**src/rtl/lut_eval_scheduler.sv**
```systemverilog
// ============================================================================
// Module   : lut_eval_scheduler
// Brief    : Replays a buffered set of input vectors through a combinational
//            LUT datapath, waits for it to settle, and streams each result out
//            on a valid/ready port tagged with its buffer index.
//            Optional running checksum output: LUT_SCHED_CHECKSUM_EN.
// Revision : 1.0 - initial release
// ============================================================================
`timescale 1ns/1ps
`default_nettype none

module lut_eval_scheduler #(
    parameter int WIDTH  = 8,
    parameter int DEPTH  = 20,
    parameter int AW     = 5,
    parameter int SETTLE = 1
) (
    input  logic             clk,
    input  logic             rst_n,
    input  logic             wr_en,
    input  logic [AW-1:0]    wr_addr,
    input  logic [WIDTH-1:0] wr_data,
    input  logic             start,
    output logic             busy,
    output logic             done,
    output logic [WIDTH-1:0] lut_inp,
    input  logic [WIDTH-1:0] lut_out,
    output logic             res_valid,
    input  logic             res_ready,
    output logic [WIDTH-1:0] res_data,
`ifdef LUT_SCHED_CHECKSUM_EN
    output logic [15:0]      checksum,
`endif
    output logic [AW-1:0]    res_index
);

    localparam int            CW          = (SETTLE > 1) ? $clog2(SETTLE) : 1;
    localparam logic [CW-1:0] C_CNT_LAST  = CW'(SETTLE - 1);
    localparam logic [AW-1:0] C_IDX_LAST  = AW'(DEPTH - 1);
    localparam logic [AW:0]   C_DEPTH     = (AW+1)'(DEPTH);

    typedef enum logic [1:0] {
        S_IDLE   = 2'd0,
        S_DRIVE  = 2'd1,
        S_OUTPUT = 2'd2,
        S_FIN    = 2'd3
    } state_t;

    state_t           state_q,     state_d;
    logic [AW-1:0]    idx_q,       idx_d;
    logic [CW-1:0]    cnt_q,       cnt_d;
    logic [WIDTH-1:0] lut_inp_q,   lut_inp_d;
    logic             busy_q,      busy_d;
    logic             done_q,      done_d;
    logic             res_valid_q, res_valid_d;
    logic [WIDTH-1:0] res_data_q,  res_data_d;
    logic [AW-1:0]    res_index_q, res_index_d;
    logic [15:0]      csum_q,      csum_d;

    logic [WIDTH-1:0] vec_mem [DEPTH];
    logic [AW-1:0]    w_idx_next;

    assign w_idx_next = idx_q + AW'(1);

    // Buffer has no reset so its contents survive an aborted run.
    always_ff @(posedge clk) begin
        if (wr_en && !busy_q && ({1'b0, wr_addr} < C_DEPTH)) begin
            vec_mem[wr_addr] <= wr_data;
        end
    end

    always_comb begin
        state_d     = state_q;
        idx_d       = idx_q;
        cnt_d       = cnt_q;
        lut_inp_d   = lut_inp_q;
        busy_d      = busy_q;
        done_d      = 1'b0;
        res_valid_d = res_valid_q;
        res_data_d  = res_data_q;
        res_index_d = res_index_q;
        csum_d      = csum_q;
        case (state_q)
            S_IDLE: begin
                if (start) begin
                    idx_d     = '0;
                    cnt_d     = '0;
                    lut_inp_d = vec_mem[0];
                    busy_d    = 1'b1;
                    csum_d    = '0;
                    state_d   = S_DRIVE;
                end
            end
            S_DRIVE: begin
                cnt_d = cnt_q + CW'(1);
                if (cnt_q == C_CNT_LAST) begin
                    res_data_d  = lut_out;
                    res_index_d = idx_q;
                    res_valid_d = 1'b1;
                    state_d     = S_OUTPUT;
                end
            end
            S_OUTPUT: begin
                if (res_ready) begin
                    res_valid_d = 1'b0;
                    csum_d      = csum_q + 16'(res_data_q);
                    if (idx_q == C_IDX_LAST) begin
                        state_d = S_FIN;
                    end else begin
                        idx_d     = w_idx_next;
                        lut_inp_d = vec_mem[w_idx_next];
                        cnt_d     = '0;
                        state_d   = S_DRIVE;
                    end
                end
            end
            S_FIN: begin
                done_d  = 1'b1;
                busy_d  = 1'b0;
                state_d = S_IDLE;
            end
            default: state_d = S_IDLE;
        endcase
    end

    always_ff @(posedge clk or negedge rst_n) begin
        if (!rst_n) begin
            state_q     <= S_IDLE;
            idx_q       <= '0;
            cnt_q       <= '0;
            lut_inp_q   <= '0;
            busy_q      <= 1'b0;
            done_q      <= 1'b0;
            res_valid_q <= 1'b0;
            res_data_q  <= '0;
            res_index_q <= '0;
            csum_q      <= '0;
        end else begin
            state_q     <= state_d;
            idx_q       <= idx_d;
            cnt_q       <= cnt_d;
            lut_inp_q   <= lut_inp_d;
            busy_q      <= busy_d;
            done_q      <= done_d;
            res_valid_q <= res_valid_d;
            res_data_q  <= res_data_d;
            res_index_q <= res_index_d;
            csum_q      <= csum_d;
        end
    end

    assign busy      = busy_q;
    assign done      = done_q;
    assign lut_inp   = lut_inp_q;
    assign res_valid = res_valid_q;
    assign res_data  = res_data_q;
    assign res_index = res_index_q;

`ifdef LUT_SCHED_CHECKSUM_EN
    assign checksum = csum_q;
`else
    logic w_csum_unused;
    assign w_csum_unused = ^csum_q;
`endif

endmodule

`default_nettype wire
```
**config.mk**
```make
export PLATFORM = sky130hd
export DESIGN_NAME = lut_eval_scheduler
export DESIGN_NICKNAME = d
export VERILOG_FILES = /design/src/rtl/lut_eval_scheduler.sv
export SDC_FILE = /design/constraint.sdc
export NUM_CORES = 1
export LEC_CHECK = 0
export CAP_MARGIN = 5
export CORE_MARGIN = 10
export CORE_UTILIZATION = 59
export DETAILED_ROUTE_END_ITERATION = 10
export GPL_TIMING_DRIVEN = 0
export PLACE_DENSITY = 0.83
export RECOVER_POWER = 100
export SYNTH_ARGS = -nofsm -noshare
export SYNTH_HDL_FRONTEND = slang
export SYNTH_SLANG_ARGS = --single-unit
```
**constraint.sdc**
```tcl
create_clock -name clk -period 2.7 [get_ports clk]
set_input_delay 0.54 -clock clk [delete_from_list [all_inputs] [get_ports clk]]
set_output_delay 0.54 -clock clk [all_outputs]
set_load 0.05 [all_outputs]
```
Word-level counts from Yosys, hierarchy flattened
Memory sizes are Yosys's and may differ from the RTL's.
Index checks and enable logic that the tools add are counted.
- bits in registers: 32
- bits in latches: 0
- RAM bits: 160
- ROM bits: 0
- input bits: 26
- memories: 1
- memories (memory ; depth ; width ; rd ports ; clocked after memory_dff ; wr ports ; line ; text):
    vec_mem ; 20 ; 8 ; 2 ; 0 ; 1 ; 60 ; logic [WIDTH-1:0] vec_mem [DEPTH];
- add/sub/neg operators: 2
- multipliers: 0
- divide/modulo/power cells: 0
- $lt $le $gt $ge: 1
- equality and inequality tests: 8
- shifts and indexed selects: 0
- mux-type cells: 25
- bitwise logic cells: 1
- reductions and logical operators: 14
- operators with widths (kind ; count):
    $mux W8 ; 3
    $pmux W8 S2 ; 1
    $mux W5 ; 3
    $pmux W5 S2 ; 1
    $mux W1 ; 9
    $mux W2 ; 4
    $ne A2 B2 Y1 const B ; 4
    $pmux W2 S4 ; 1
    $reduce_and A4 Y1 ; 2
    $reduce_and A3 Y1 ; 2
    $reduce_bool A2 Y1 ; 3
    $add A5 B1 Y5 const B ; 1
    $eq A5 B5 Y1 const B ; 1
    $lt A5 B5 Y1 const B ; 1
    $eq A2 B2 Y1 const B ; 2
    $pmux W1 S2 ; 2
    $reduce_and A2 Y1 ; 2
    $pmux W1 S3 ; 1
    $reduce_bool A3 Y1 ; 1
    $eq A2 B1 Y1 const B ; 1
    $logic_and A1 B1 Y1 ; 2
    $logic_not A2 Y1 ; 1
    $add A1 B1 Y1 const B ; 1
    $logic_not A1 Y1 ; 1
    $not A1 Y1 ; 1

Logic depth before layout (Yosys ltp)
Gate-level depths: netlist (run 1).
- depth after elaboration: 5
- gate-level depth with buffers: 7
- gate-level depth less buffers: 6

Worst setup path before layout (run 1)
No wires, ideal clock.
- path kind: reg2reg
- start: register idx_q[1]
- end: register lut_inp_q[3] (netlist: lut_inp[3])
- library setup time: 124 ps
- data arrival time: 1871 ps
- setup slack: 705 ps
- stages on the path, launching flop included: 7
- period minus slack after synthesis: 1995 ps
- path through: dfrtp_1 > ha_1 > buf_1 > mux4_2 > mux2_2 > o21ai_1 > o21ai_1
- longest elaborated chain between the ends: 5
- elaborated cells on any way between the ends: 8
- classes of those cells: add/sub (1); eq/ne (2); mux (3); reduce/logical (1); memory (1)
- ends and longest elaborated chain (element ; line ; text):
    from (decl) ; 50 ; logic [AW-1:0] idx_q, idx_d;
    from (signal assigned) ; 140 ; idx_q <= idx_d;
    $add A5 B1 Y5 ; 63 ; assign w_idx_next = idx_q + AW'(1);
    $mem_v2 Z20 W8 ; - ;
    $mux W8 ; 107 ; if (idx_q == C_IDX_LAST) begin
    $mux W8 ; 104 ; if (res_ready) begin
    $pmux W8 S2 ; 83 ; case (state_q)
    to (signal assigned) ; 142 ; lut_inp_q <= lut_inp_d;
    to (decl) ; 52 ; logic [WIDTH-1:0] lut_inp_q, lut_inp_d;
Several ways; a longest one is shown, not always the timed one. The select of a mux whose other input is x is not followed.
A chain may end at the register's enable or synchronous reset.

Worst setup path in the final report (run 1)
- start: input port wr_addr[2]
- end: memory vec_mem[0][6] (enable)
- longest elaborated chain between the ends: 4
- ends and longest elaborated chain (element ; line ; text):
    from (decl) ; 21 ; input logic [AW-1:0] wr_addr,
    $lt A5 B5 Y1 ; 67 ; if (wr_en && !busy_q && ({1'b0, wr_addr} < C_DEPTH)) begin
    $logic_and A1 B1 Y1 ; 67 ;
    $mux W1 ; 67 ;
    $mux W1 (not written as such) ; 68 ; vec_mem[wr_addr] <= wr_data;
    to (decl) ; 60 ;
Several ways; a longest one is shown, not always the timed one.

==> results of run 1 <==
worst max-delay path: cells and delay by family:
family,cells,cell delay [ns]
compound gates,1,0.33
buf+inv,1,0.50
simple gates,3,1.27
power groups by stage:
stage | sequential [W] | clock (W) | combinational, W
after floorplan | 0.00412 | 0 | 0.00154
after global placement | 0.00361 | 0 | 0.00286
after detailed placement | 0.00362 | 0 | 0.00293
after CTS | 0.00356 | 0.00261 | 0.00296
after global routing | 0.00358 | 0.00274 | 0.00306
final | 0.00356 | 0.00258 | 0.00287
synthesized netlist by cell type (all sizes together) (2+ instances only):
cell	number	area, um2
a21oi	27	135
clkbuf	6	22.5
buf	13	86.3
nor3b	2	15.0
xnor2	3	33.8
mux2	22	248
and2	2	12.5
nand3	4	20.0
nand2	14	55.1
edfxtp	160	4800
nand3b	3	22.5
inv	9	33.8
nor2b	11	68.8
mux4	40	901
nor3	2	15.0
nor2	34	128
dfrtp	32	801
o22ai	8	50.1
o21ai	21	105
a22o	8	70.1
or3	2	12.5
cells by family after synthesis:
kind of cell               synth area share, %
DFF                                       72.0
and+or+nand+nor                           5.27
buffers and inverters                     1.83
xor gates and xnor gates                 0.643
muxes                                     14.9
AOI/OAI and AO/OA                         5.21
adders and majority gates                0.161
state kept, by name (all words and copies together) (netlist names):
signal	flops
busy	1
cnt_q	1
done	1
idx_q	5
lut_inp	8
res_data	8
res_index	5
res_valid	1
state_q	2
vec_mem	160
final cells by class:
class                           instances  area (um2)
Timing Repair Buffer                   50         494
Tap cell                              172         215
Clock buffer                           21         450
Inverter                                9        33.8
Multi-Input combinational cell        218        2020
Fill cell                             779        3680
Sequential cell                       192        5610
Buffer                                 19         106
Clock inverter                         11         163
per-layer routing:
metal	up-vias	part of all wire, %
met5	-	0
met4	0	1.6
met3	27	9.7
met2	229	48
met1	2147	41
li1	1867	-
worst max path at each step:
stage,from,to,slack (ns)
6_report,wr_addr[2],vec_mem[0][6],0.12
5_1_grt,idx_q[1],lut_inp[3],0.03
4_1_cts,wr_addr[2],vec_mem[16][7],0.19
3_5_place_dp,wr_addr[2],vec_mem[0][4],-0.25
3_3_place_gp,wr_addr[2],vec_mem[4][7],-0.16
2_1_floorplan,idx_q[1],lut_inp[3],0.71
stage by stage:
stage	cell area (um2)	setup slack (ns)
after CTS	9130	0.188
after floorplan	7780	0.705
after global placement	8490	-0.163
after global routing	9090	0.0278
after detailed placement	8520	-0.246
final	9090	0.117
==> flow_metrics.env, run 1 <==
export IMPL_finClkSkew_ns=0.00758
export IMPL_seqPwrFrac_pct=39.5
export IMPL_syn_instance_count=438
export IMPL_globalplace_congestion=0.836
export IMPL_met2_usage_pct=28.5
export IMPL_reg2reg_depth=6
export IMPL_path_cells="clkdlybuf4s50_1 -> o21ai_0 -> nand3b_1 -> or3_1 -> nor2_1"
export IMPL_static_leakage_power_nw=3.06
export IMPL_grt_pass1_vias=4362
export IMPL_grt_pass1_wl_um=25000
export IMPL_dp_cells=660
export IMPL_clock_latency_ns=0.43
export IMPL_num_antenna_cells=0
export IMPL_drtIter0Drc=657
export IMPL_cts_buffer_depth=2
export IMPL_busiest_layer="met2"
export IMPL_grt_max_degree=21
export IMPL_fmax_mhz=387
export IMPL_port_buffers=49
export IMPL_dieHeight_um=135
export IMPL_syn_num_nets=465
export IMPL_status="complete, no violations"
export IMPL_async_reset_ff_share_pct=16.7
export IMPL_required_ns=2.75
export IMPL_hold_path_depth=1
export IMPL_max_vdd_ir_drop_v=0.000481
export IMPL_cp_arrival_ns=2.64
export IMPL_period_share_pct=95.7
export IMPL_fin_crit_ns=2.58
export IMPL_cts_htree_levels=4
export IMPL_slew_headroom_pct=36.3
export IMPL_cts_root_buffer="clkbuf_16"
export IMPL_p_comb_share_pct=31.9
export IMPL_die_w_um=135
export IMPL_synth_ff_type="edfxtp_1"
export IMPL_cp_start_kind="input port"
export IMPL_crit_reg2reg_launch="idx_q[1]"
export IMPL_worstHoldPathType="reg -> reg"
export IMPL_rsz0062_at_grt="false"
export IMPL_setup_viol=0
export IMPL_hp_start="res_data[3]"
export IMPL_cts_buffers=17
export IMPL_slowest_delay_ns=0.69
export IMPL_core_area_um2=12800
export IMPL_cpMaxStageDelayCell="nor2_1"
export IMPL_holdWs_ns=0.486
export IMPL_post_route_drc_count=0
export IMPL_synth_seq_cells=192
export IMPL_track_usage_pct=18.4
export IMPL_initial_utilization_pct=60.9
export IMPL_antenna_found_initial=0
export IMPL_route_vias_total=4270
export IMPL_use_met3_pct=5.97
export IMPL_p_int_w=0.00618
export IMPL_worstSetupPathType="in -> reg"
export IMPL_netlist_area_um2=7780
export IMPL_nets=534
export IMPL_syn_area_per_cell_um2=17.8
export IMPL_final_util_pct=71.2
export IMPL_grtUsageMet1_pct=24.6
export IMPL_final_common_cell="edfxtp_1"
export IMPL_worstReg2RegEnd="lut_inp[4]"
export IMPL_p_sw_share_pct=31.5
export IMPL_routed_wl_um=16100
export IMPL_final_hold_violation_count=0
export IMPL_drtPass1Iterations=5
export IMPL_clkTransAtPathRegs_ns=0.06
export IMPL_cts_resized_gates=0
export IMPL_max_cap_violations=0
export IMPL_p_total_w=0.00901
export IMPL_path_max_fanout=8
export IMPL_synth_edf_count=160
export IMPL_final_cell_mix="edfxtp_1, mux4_2, nor2_1, dlygate4sd3_1, dfrtp_1"
export IMPL_final_max_slew_viol_count=0
export IMPL_p_clk_share_pct=28.6
export IMPL_syn_to_final_growth_pct=16.8
export IMPL_rows=41
export IMPL_finalNonFillerCells=692
export IMPL_dp_hpwl_um=10900
export IMPL_final_setup_tns_ns=0
export IMPL_power_density_nw_per_um2=991
export IMPL_drive_gt1_share_pct=19.8
export IMPL_ios=50
export IMPL_p_sw_w=0.00283
export IMPL_ant_nets=0
export IMPL_hold_end="res_data[3]"
export IMPL_die_area_um2=18200
export IMPL_r2r_slack_ns=0.13
export IMPL_wl_per_cell_um=23.3
export IMPL_synth_warnings=0
export IMPL_cts_sinks=192
export IMPL_ys_seq_area_share_pct=72.0
export IMPL_grt_overflow=0
export IMPL_worst_pin_slew_ns=0.956
export IMPL_post_cts_buffers=0
export IMPL_ys_types=44
export IMPL_cts_tree="done"
export IMPL_viasPerCell=6.17
export IMPL_endpoint_kind="register"
export IMPL_hold_buffers=0
Power figures use the tool's default switching activity.
==> run 2: changes to the inputs <==
==> constraint.sdc (replaced) <==
create_clock -name clk -period 2.7 [get_ports clk]
set_input_delay 0.54 -clock clk [delete_from_list [all_inputs] [get_ports clk]]
set_output_delay 0.54 -clock clk [all_outputs]
set_load 0.01 [all_outputs]
==> results of run 2 <==
Same layout as run 1 (identical final DEF). Status: complete, no violations.
Among the figures that moved: total power 0.00901 W -> 0.00854 W
==> run 3: changes to the inputs <==
--- a/config.mk
+++ b/config.mk
@@ -7,10 +7,10 @@
 export LEC_CHECK = 0
 export CAP_MARGIN = 5
 export CORE_MARGIN = 10
-export CORE_UTILIZATION = 59
+export CORE_UTILIZATION = 50
 export DETAILED_ROUTE_END_ITERATION = 10
 export GPL_TIMING_DRIVEN = 0
-export PLACE_DENSITY = 0.83
+export PLACE_DENSITY = 0.76
 export RECOVER_POWER = 100
 export SYNTH_ARGS = -nofsm -noshare
 export SYNTH_HDL_FRONTEND = slang
==> run 3 against run 2 <==
  * First-iteration DRC count is 2.4% lower
  * Critical path depth stayed put
  * Sequential share of layout area is 0.13 points lower
  * Worst hold slack worse by 0.0034 ns
  * Combinational power hardly changed
  * Critical path type unchanged
  * Largest cell class unchanged
  * Highest routed layer unchanged
==> flow_metrics.env, run 3 (synthesis results as in run 1) <==
export IMPL_status="complete, no violations"
export IMPL_cts_tree="done"
export IMPL_final_cell_mix="edfxtp_1, mux4_2, nor2_1, dlygate4sd3_1, dfrtp_1"
export IMPL_final_hold_violation_count=0
export IMPL_route_vias_total=4262
export IMPL_viasPerCell=5.83
export IMPL_drtPass1Iterations=5
export IMPL_cp_start_kind="input port"
export IMPL_cp_arrival_ns=2.69
export IMPL_p_total_w=0.00838
export IMPL_nFillCells=1119
export IMPL_period_share_pct=97.7
export IMPL_rows=45
export IMPL_worst_pin_slew_ns=1.10
export IMPL_grt_pass1_vias=4364
export IMPL_dp_hpwl_um=11000
export IMPL_dp_cells=699
export IMPL_clkTransAtPathRegs_ns=0.07
export IMPL_grt_overflow=0
export IMPL_num_antenna_cells=0
export IMPL_worstSetupPathType="in -> reg"
export IMPL_clock_latency_ns=0.43
export IMPL_rsz0062_at_grt="true"
export IMPL_die_w_um=145
export IMPL_fin_crit_ns=2.64
export IMPL_register_area_um2=5610
export IMPL_routed_wl_um=16400
export IMPL_path_max_fanout=8
export IMPL_slew_headroom_pct=26.6
export IMPL_grt_max_degree=21
export IMPL_cts_htree_levels=4
export IMPL_cts_sinks=192
export IMPL_finalNonFillerCells=731
export IMPL_cts_root_buffer="clkbuf_16"
export IMPL_finClkSkew_ns=0.00957
export IMPL_largest_reg_flops=160
export IMPL_ios=50
export IMPL_worstHoldPathType="reg -> reg"
export IMPL_globalplace_congestion=0.874
export IMPL_nets=534
export IMPL_dieHeight_um=145
export IMPL_regMostFlops="vec_mem"
export IMPL_multi_input_area_um2=2020
export IMPL_required_ns=2.76
export IMPL_ant_nets=0
export IMPL_static_leakage_power_nw=3.06
export IMPL_power_density_nw_per_um2=919
export IMPL_initial_utilization_pct=51.0
export IMPL_grt_pass1_wl_um=25400
export IMPL_cts_buffers=17
export IMPL_cts_resized_gates=0
export IMPL_core_area_um2=15300
export IMPL_track_usage_pct=16.7
export IMPL_post_route_drc_count=0
export IMPL_syn_to_final_growth_pct=17.0
export IMPL_max_cap_violations=0
export IMPL_final_common_cell="edfxtp_1"
export IMPL_fmax_mhz=379
export IMPL_cts_buffer_depth=2
export IMPL_port_buffers=49
export IMPL_endpoint_kind="register"
export IMPL_max_vdd_ir_drop_v=0.000449
export IMPL_drive_gt1_share_pct=20.0
export IMPL_die_area_um2=21000
export IMPL_drtIter0Drc=641
export IMPL_antenna_found_initial=0
export IMPL_setup_viol=0
export IMPL_wl_per_cell_um=22.5
export IMPL_final_max_slew_viol_count=0
-- run 3: per-layer routing --
| layer | share of wire, % | routed length [um] | track usage (%) | vias up |
|---|---|---|---|---|
| met4 | 1.9 | 316 | 7.18 | 0 |
| met2 | 48 | 7800 | 25.5 | 181 |
| met5 | 0 | 0 | 0 | - |
| met1 | 42 | 6940 | 22.3 | 2182 |
| met3 | 8.3 | 1370 | 4.07 | 23 |
| li1 | - | - | - | 1876 |
-- run 3: cell type report --
type | instances | area share [%]
Sequential cell | 192 | 61.5
Tap cell | 211 | 2.90
Clock buffer | 24 | 5.88
Clock inverter | 8 | 0.522
Inverter | 9 | 0.371
Multi-Input combinational cell | 218 | 22.2
Timing Repair Buffer | 50 | 5.42
Buffer | 19 | 1.17
-- run 3: path summary, 6_finish.rpt --
| path | start | to | slack, ns | cells past startpoint |
|---|---|---|---|---|
| min in group asynchronous | rst_n | res_data[5] | 0.52 | 1 |
| worst min register to register | res_data[5] | res_data[5] | 0.48 | 1 |
| worst min-delay path | res_data[5] | res_data[5] | 0.48 | 1 |
| worst max-delay path | wr_addr[3] | vec_mem[4][3] | 0.06 | 5 |
| worst max register to register | idx_q[1] | lut_inp[7] | 0.16 | 6 |
| max in group asynchronous | rst_n | busy | 0.79 | 2 |
-- run 3: power by group --
part	switching [W]	total, W	internal [W]
combinational	0.00120	0.00240	0.00120
clock	0.00103	0.00241	0.00139
sequential	0.000152	0.00356	0.00341
total	0.00238	0.00838	0.00600
-- run 3: through the flow --
stage / cell area, um2 / util, % / worst slack (ns) / TNS [ns] / hold slack (ns)
2_1_floorplan: 7780 / - / 0.705 / 0 / 0.244
3_3_place_gp: 8540 / 56.0 / -0.168 / -7.69 / 0.468
3_5_place_dp: 8570 / 56.1 / -0.363 / -30.82 / 0.474
4_1_cts: 9150 / 60.0 / 0.0870 / 0 / 0.489
5_1_grt: 9110 / 59.7 / -0.0126 / -0.136 / 0.510
6_report: 9110 / 59.7 / 0.0621 / 0 / 0.482
-- run 3: worst max-delay path, cell delays in order --
cell and delay (ns):
clkdlybuf4s50_1 0.54, o21ai_0 0.32, nand3b_1 0.16, or3_1 0.45
nor2_1 0.67
-- run 3: timing repair --
item	4_1_cts	5_1_grt
endpoints found under the setup margin	0	15
hold buffers	0	0
setup buffers	0	0
